<file path="config.mk">
export PLATFORM = sky130hd
export DESIGN_NAME = sha256_msg_schedule
export DESIGN_NICKNAME = d
export VERILOG_FILES = /design/src/rtl/sha256_msg_schedule.sv
export SDC_FILE = /design/constraint.sdc
export NUM_CORES = 1
export LEC_CHECK = 0
export CORE_UTILIZATION = 55
export DETAILED_ROUTE_END_ITERATION = 16
export GPL_ROUTABILITY_DRIVEN = 0
export GPL_TIMING_DRIVEN = 1
export PLACE_DENSITY_LB_ADDON = 0.08
export SKIP_LAST_GASP = 1
export SLEW_MARGIN = 30
export SYNTH_ARGS = -nofsm -noshare
export SYNTH_HDL_FRONTEND = slang
export SYNTH_SLANG_ARGS = --single-unit
</file>
<file path="constraint.sdc">
create_clock -name clk -period 9.05 [get_ports clk]
set_clock_uncertainty 0.1 [all_clocks]
set_input_delay 1.3575 -clock clk [delete_from_list [all_inputs] [get_ports clk]]
set_output_delay 1.3575 -clock clk [all_outputs]
set_load 0.03 [all_outputs]
</file>
<file path="src/rtl/sha256_msg_schedule.sv">
// -----------------------------------------------------------------------------
// sha256_msg_schedule
//
// SHA-256 message-schedule expander. Accepts one 512-bit padded block and
// streams W[0]..W[63] to the compression round, one word per handshake.
// A 16-word sliding window holds the most recent schedule words; the oldest
// word (win[0]) is always the word on offer, and each accepted word shifts
// the window down by one while the next word is computed into win[15].
//
// Ports:
//   clk        single clock, rising edge
//   rst_n      asynchronous active-low reset
//   blk_valid  padded block presented on blk_data
//   blk_ready  block accepted on blk_valid && blk_ready (high only in IDLE)
//   blk_data   512-bit block; word 0 = [511:480], word 15 = [31:0]
//   w_valid    w_data / w_idx valid (high in RUN)
//   w_ready    consumer accepts the word on w_valid && w_ready
//   w_data     schedule word W[w_idx]
//   w_idx      index of the word on offer, 0..63
//   busy       high in RUN
//   abort      (only with SHA256_SCHED_ABORT_EN) abandon the current block
//
// Optional feature macro: SHA256_SCHED_ABORT_EN adds the abort input.
// -----------------------------------------------------------------------------
module sha256_msg_schedule #(
    parameter int WORDS = 64
) (
    input  logic         clk,
    input  logic         rst_n,
    input  logic         blk_valid,
    output logic         blk_ready,
    input  logic [511:0] blk_data,
    output logic         w_valid,
    input  logic         w_ready,
    output logic [31:0]  w_data,
    output logic [5:0]   w_idx,
`ifdef SHA256_SCHED_ABORT_EN
    input  logic         abort,
`endif
    output logic         busy
);

    localparam logic [5:0] LAST_IDX = 6'(WORDS - 1);

    typedef enum logic {IDLE, RUN} state_t;

    state_t      state_reg, state_next;
    logic [5:0]  idx_reg, idx_next;
    logic [31:0] win_reg  [16];
    logic [31:0] win_next [16];
    logic [31:0] win_shift[16];
    logic [31:0] blk_word [16];
    logic [31:0] new_word;

    function automatic logic [31:0] sigma0(input logic [31:0] x);
        return {x[6:0], x[31:7]} ^ {x[17:0], x[31:18]} ^ (x >> 3);
    endfunction

    function automatic logic [31:0] sigma1(input logic [31:0] x);
        return {x[16:0], x[31:17]} ^ {x[18:0], x[31:19]} ^ (x >> 10);
    endfunction

    // Next schedule word; computed every accepted cycle, even past W[63],
    // since those surplus words are simply never emitted.
    assign new_word = sigma1(win_reg[14]) + win_reg[9] + sigma0(win_reg[1]) + win_reg[0];

    genvar gi;
    generate
        for (gi = 0; gi < 16; gi++) begin : g_win
            assign blk_word[gi] = blk_data[511 - 32*gi -: 32];
            if (gi < 15) begin : g_mid
                assign win_shift[gi] = win_reg[gi + 1];
            end else begin : g_top
                assign win_shift[gi] = new_word;
            end
        end
    endgenerate

    always_comb begin
        state_next = state_reg;
        idx_next   = idx_reg;
        win_next   = win_reg;
        case (state_reg)
            IDLE: begin
                if (blk_valid) begin
                    state_next = RUN;
                    idx_next   = '0;
                    win_next   = blk_word;
                end
            end
            RUN: begin
`ifdef SHA256_SCHED_ABORT_EN
                // Abort wins over a simultaneous handshake; window is left as is.
                if (abort) begin
                    state_next = IDLE;
                    idx_next   = '0;
                end else
`endif
                if (w_ready) begin
                    win_next = win_shift;
                    if (idx_reg == LAST_IDX) begin
                        state_next = IDLE;
                        idx_next   = '0;
                    end else begin
                        idx_next = idx_reg + 6'd1;
                    end
                end
            end
            default: begin
                state_next = IDLE;
                idx_next   = '0;
            end
        endcase
    end

    always_ff @(posedge clk or negedge rst_n) begin
        if (!rst_n) begin
            state_reg <= IDLE;
            idx_reg   <= '0;
            for (int i = 0; i < 16; i++) begin
                win_reg[i] <= '0;
            end
        end else begin
            state_reg <= state_next;
            idx_reg   <= idx_next;
            win_reg   <= win_next;
        end
    end

    // Outputs decode directly from registered state so reset reaches them
    // without waiting for a clock edge.
    assign blk_ready = (state_reg == IDLE);
    assign w_valid   = (state_reg == RUN);
    assign busy      = (state_reg == RUN);
    assign w_data    = win_reg[0];
    assign w_idx     = idx_reg;

endmodule

</file>
==> impl_summary.log <==
[metrics] count of synthesis-stage warnings from yosys: 0
[metrics] antenna violations before repair: 42
[metrics] Global Route Usage Sum: 35.7%
[metrics] worst-skew pair later-pin latency: 0.62 ns
[metrics] worst-path maximum fanout: 54
[metrics] normalized max-slew margin: 36.9%
[metrics] Sinks on Clock Net: 519
[metrics] power share of the combinational group: 55.6%
[metrics] number of nets in the layout: 3882
[metrics] cell type with the highest aggregate area in the netlist: dfrtp_1
[metrics] max reg flops: 480
[metrics] leakage dissipation: 18.4 nW
[metrics] non-filler cells in the finished layout: 4016
[metrics] predominant post-synthesis flop cell: dfrtp_1
[metrics] H-Tree Level Count: 2
[metrics] proportion of power drawn by the clock network: 18.2%
[metrics] final setup violation count: 0
[metrics] outcome: finished, final reports clean
[metrics] most used cells in the layout excluding fill and tap cells: clkdlybuf4s50_1 (555), nand2_1 (523), dfrtp_1 (518)
[metrics] maximum ir drop on the vdd rail: 0.473 mV
[metrics] library cell used as clock root buffer: clkbuf_16
[metrics] vias in the first global route: 23300
[metrics] flops & latches, synth: just over 500
[metrics] DRT Pass-1 Iters: 7
[metrics] die height: 229 µm
[metrics] I/O pin count: about 560
[metrics] average footprint of a synthesized cell: 9.82 µm²
[metrics] post-detailed-route count of antenna-violating nets: 0
[metrics] switching part of the total power: roughly 45%
[metrics] die footprint: around 53000 µm²
[metrics] Reg power frac: 26.2%
[metrics] half-perimeter wire length after detailed placement: about 71000 µm
[metrics] Vias per Instance: 5.64
[metrics] cell types with the largest area share after synthesis: dfrtp_1 (46%), mux2i_1 (17%), o21ai_0 (9.0%)
[metrics] kind of end point of the critical path: output port
[metrics] time the final worst path needs with I/O delays and setup: about 5 ns
[metrics] CTS tree: built
[metrics] synth-to-layout area growth: 26.7%
[metrics] number of input and output port buffers inserted: 556
[metrics] residual DRC count: 0
[metrics] CP Data Arrival Time: 3.56 ns
[metrics] number of distinct library cells after synthesis: 58
[metrics] max-slew violation count: 0
[metrics] share of synthesized area occupied by flip-flops and latches: ~46%
[metrics] area share of the largest cell type after synthesis: 45.7%
[metrics] highest attainable clock frequency: 199 MHz
[metrics] Net Switching: 6.12 mW
[metrics] max-capacitance violation count: 0
[metrics] count of hold buffers inserted by post-cts repair: 0
[metrics] placed insts: slightly below 4000
[metrics] number of synthesized flops with an enable pin: 0
[metrics] post-synth net total: 3503
[metrics] CORE AREA: 50600 µm²
[metrics] share of the core filled with cells in the final layout: just over 70%
[metrics] buffers from clock root to sink, at most: 3
[metrics] cells resized by post-CTS repair: 0
[metrics] initial DRC count: between 2000 and 2500
[metrics] global-route congestion overflow total: 0
[metrics] Final Hold Violating Endpoints: 0
[metrics] Clock transition at path regs: 0.06 ns
[metrics] unrepaired setup endpoints after global routing: no
[metrics] startpoint type of the worst setup path: flop
[metrics] PD cells: around 380 nW/µm²
[metrics] share of final-layout standard cells stronger than drive strength 1: 4.01%
[metrics] first-pass GRT wire length: 140000 µm
[metrics] Worst Max-Slew Pin Slew: between 0.9 and 1 ns
[metrics] cell-internal power: roughly 7.5 mW
[metrics] number of placement rows: 82
[metrics] Worst Path Class, Setup: reg2out
[metrics] async set-reset flop share out of synthesis: 100%
[metrics] total via count in the routed design: 22700
[metrics] wire per inst: between 20 and 25 µm
[metrics] maximum number of pins on one net before global-route repair: 316
[metrics] number of buffers inserted during clock tree synthesis: 55
[metrics] class of the most critical hold timing path: reg2reg
[metrics] worst setup slack for register-to-register paths: 4.26 ns
[metrics] commonest non-fill, non-tap cell in the layout: clkdlybuf4s50_1
[metrics] final critical-path share of the clock period: 55.4%
[metrics] number of cells produced by synthesis: 2893
[metrics] summed negative setup slack over all endpoints: 0 ns
[metrics] Initial Utilization: 56.2%
[metrics] final wirelength: 93800 µm
[metrics] Die X: 229 µm
[metrics] Syn Std Cell Area: ~28000 µm²
[metrics] Data required, critical path: between 7 and 8 ns
[metrics] total setup buffers inserted after CTS: 0
[metrics] # fillers: 3764
-- layout make-up --
class | instances | area, µm² | area share (%)
timing repair buffer | 585 | 5880 | 16.3
sequential | 519 | 13000 | 36.1
inverter | 126 | 473 | 1.31
antenna | 26 | 65.1 | 0.181
multi-input combinational | 1985 | 13800 | 38.3
clock inverter | 17 | 282 | 0.781
clock buffer | 86 | 1710 | 4.73
tap | 672 | 841 | 2.33
-- power by group through the flow --
stage | combinational [mW] | clock (mW) | sequential, mW
final | 7.55 | 2.47 | 3.56
after global routing | 8.30 | 2.58 | 3.61
after CTS | 7.43 | 2.49 | 3.54
after detailed placement | 7.39 | 0 | 3.57
after global placement | 7.15 | 0 | 3.55
after floorplan | 5.36 | 0 | 3.23
-- synth_stat cells, drive strengths merged (3+ instances only) --
library cell	count
buf	92
and3	4
a221oi	8
nand3	7
nor2	22
o21bai	3
nand4	8
xor2	62
ha	32
a221o	3
a31oi	7
dfrtp	519
nor2b	17
o31ai	4
nand2	523
nor3	11
a211o	3
a22oi	3
fa	62
a211oi	19
mux2i	496
o21ai	515
xnor2	85
a21o	11
and2	4
a21oi	48
inv	126
o21a	3
clkbuf	171
-- routing by layer --
metal,up-vias,part of all wire (%),global-route usage [%]
met5,-,0.27,0
met4,38,4.0,13.3
met3,235,9.2,11.2
met2,915,47,57.4
met1,11000,40,45.1
li1,10500,-,-
-- per-stage QoR --
stage	hold WS, ns	power, mW	instance area (µm²)	setup WS [ns]
final	0.378	13.6	36000	4.03
after global routing	0.406	14.5	36000	3.87
after CTS	0.383	13.5	35900	4.02
after detailed placement	0.370	11.0	33900	3.72
after global placement	0.361	10.7	33900	3.86
after floorplan	0.350	8.59	28400	4.97
-- kinds of logic after synthesis --
| family | Yosys count | synth area share, % |
|---|---|---|
| adder cells (fa/ha/maj) | 94 | 5.78 |
| flip-flops | 519 | 45.7 |
| AO/OA/AOI/OAI | 642 | 12.2 |
| buffers and inverters | 389 | 5.82 |
| XOR/XNOR | 147 | 4.53 |
| multiplexers | 497 | 17.5 |
| AND/OR/NAND/NOR | 605 | 8.48 |
-- path summary, 6_finish.rpt --
kind | startpoint | end | depth (start not counted)
setup / recovery | busy$_DFF_PN0_ | blk_ready | 3
hold / removal | win_reg[445]$_DFFE_PN0P_ | win_reg[445]$_DFFE_PN0P_ | 2
setup reg to reg | win_reg[50]$_DFFE_PN0P_ | win_reg[25]$_DFFE_PN0P_ | 14
hold reg to reg | win_reg[445]$_DFFE_PN0P_ | win_reg[445]$_DFFE_PN0P_ | 2
max in group asynchronous | rst_n | win_reg[0]$_DFFE_PN0P_ | 3
min in group asynchronous | rst_n | win_reg[383]$_DFFE_PN0P_ | 1
-- critical path, stage by stage (launching register included) --
cell and delay, ns:
dfrtp_4 0.96, buf_4 0.76, inv_1 0.49, clkdlybuf4s50_1 0.71
(Power assumes the default switching activity.)
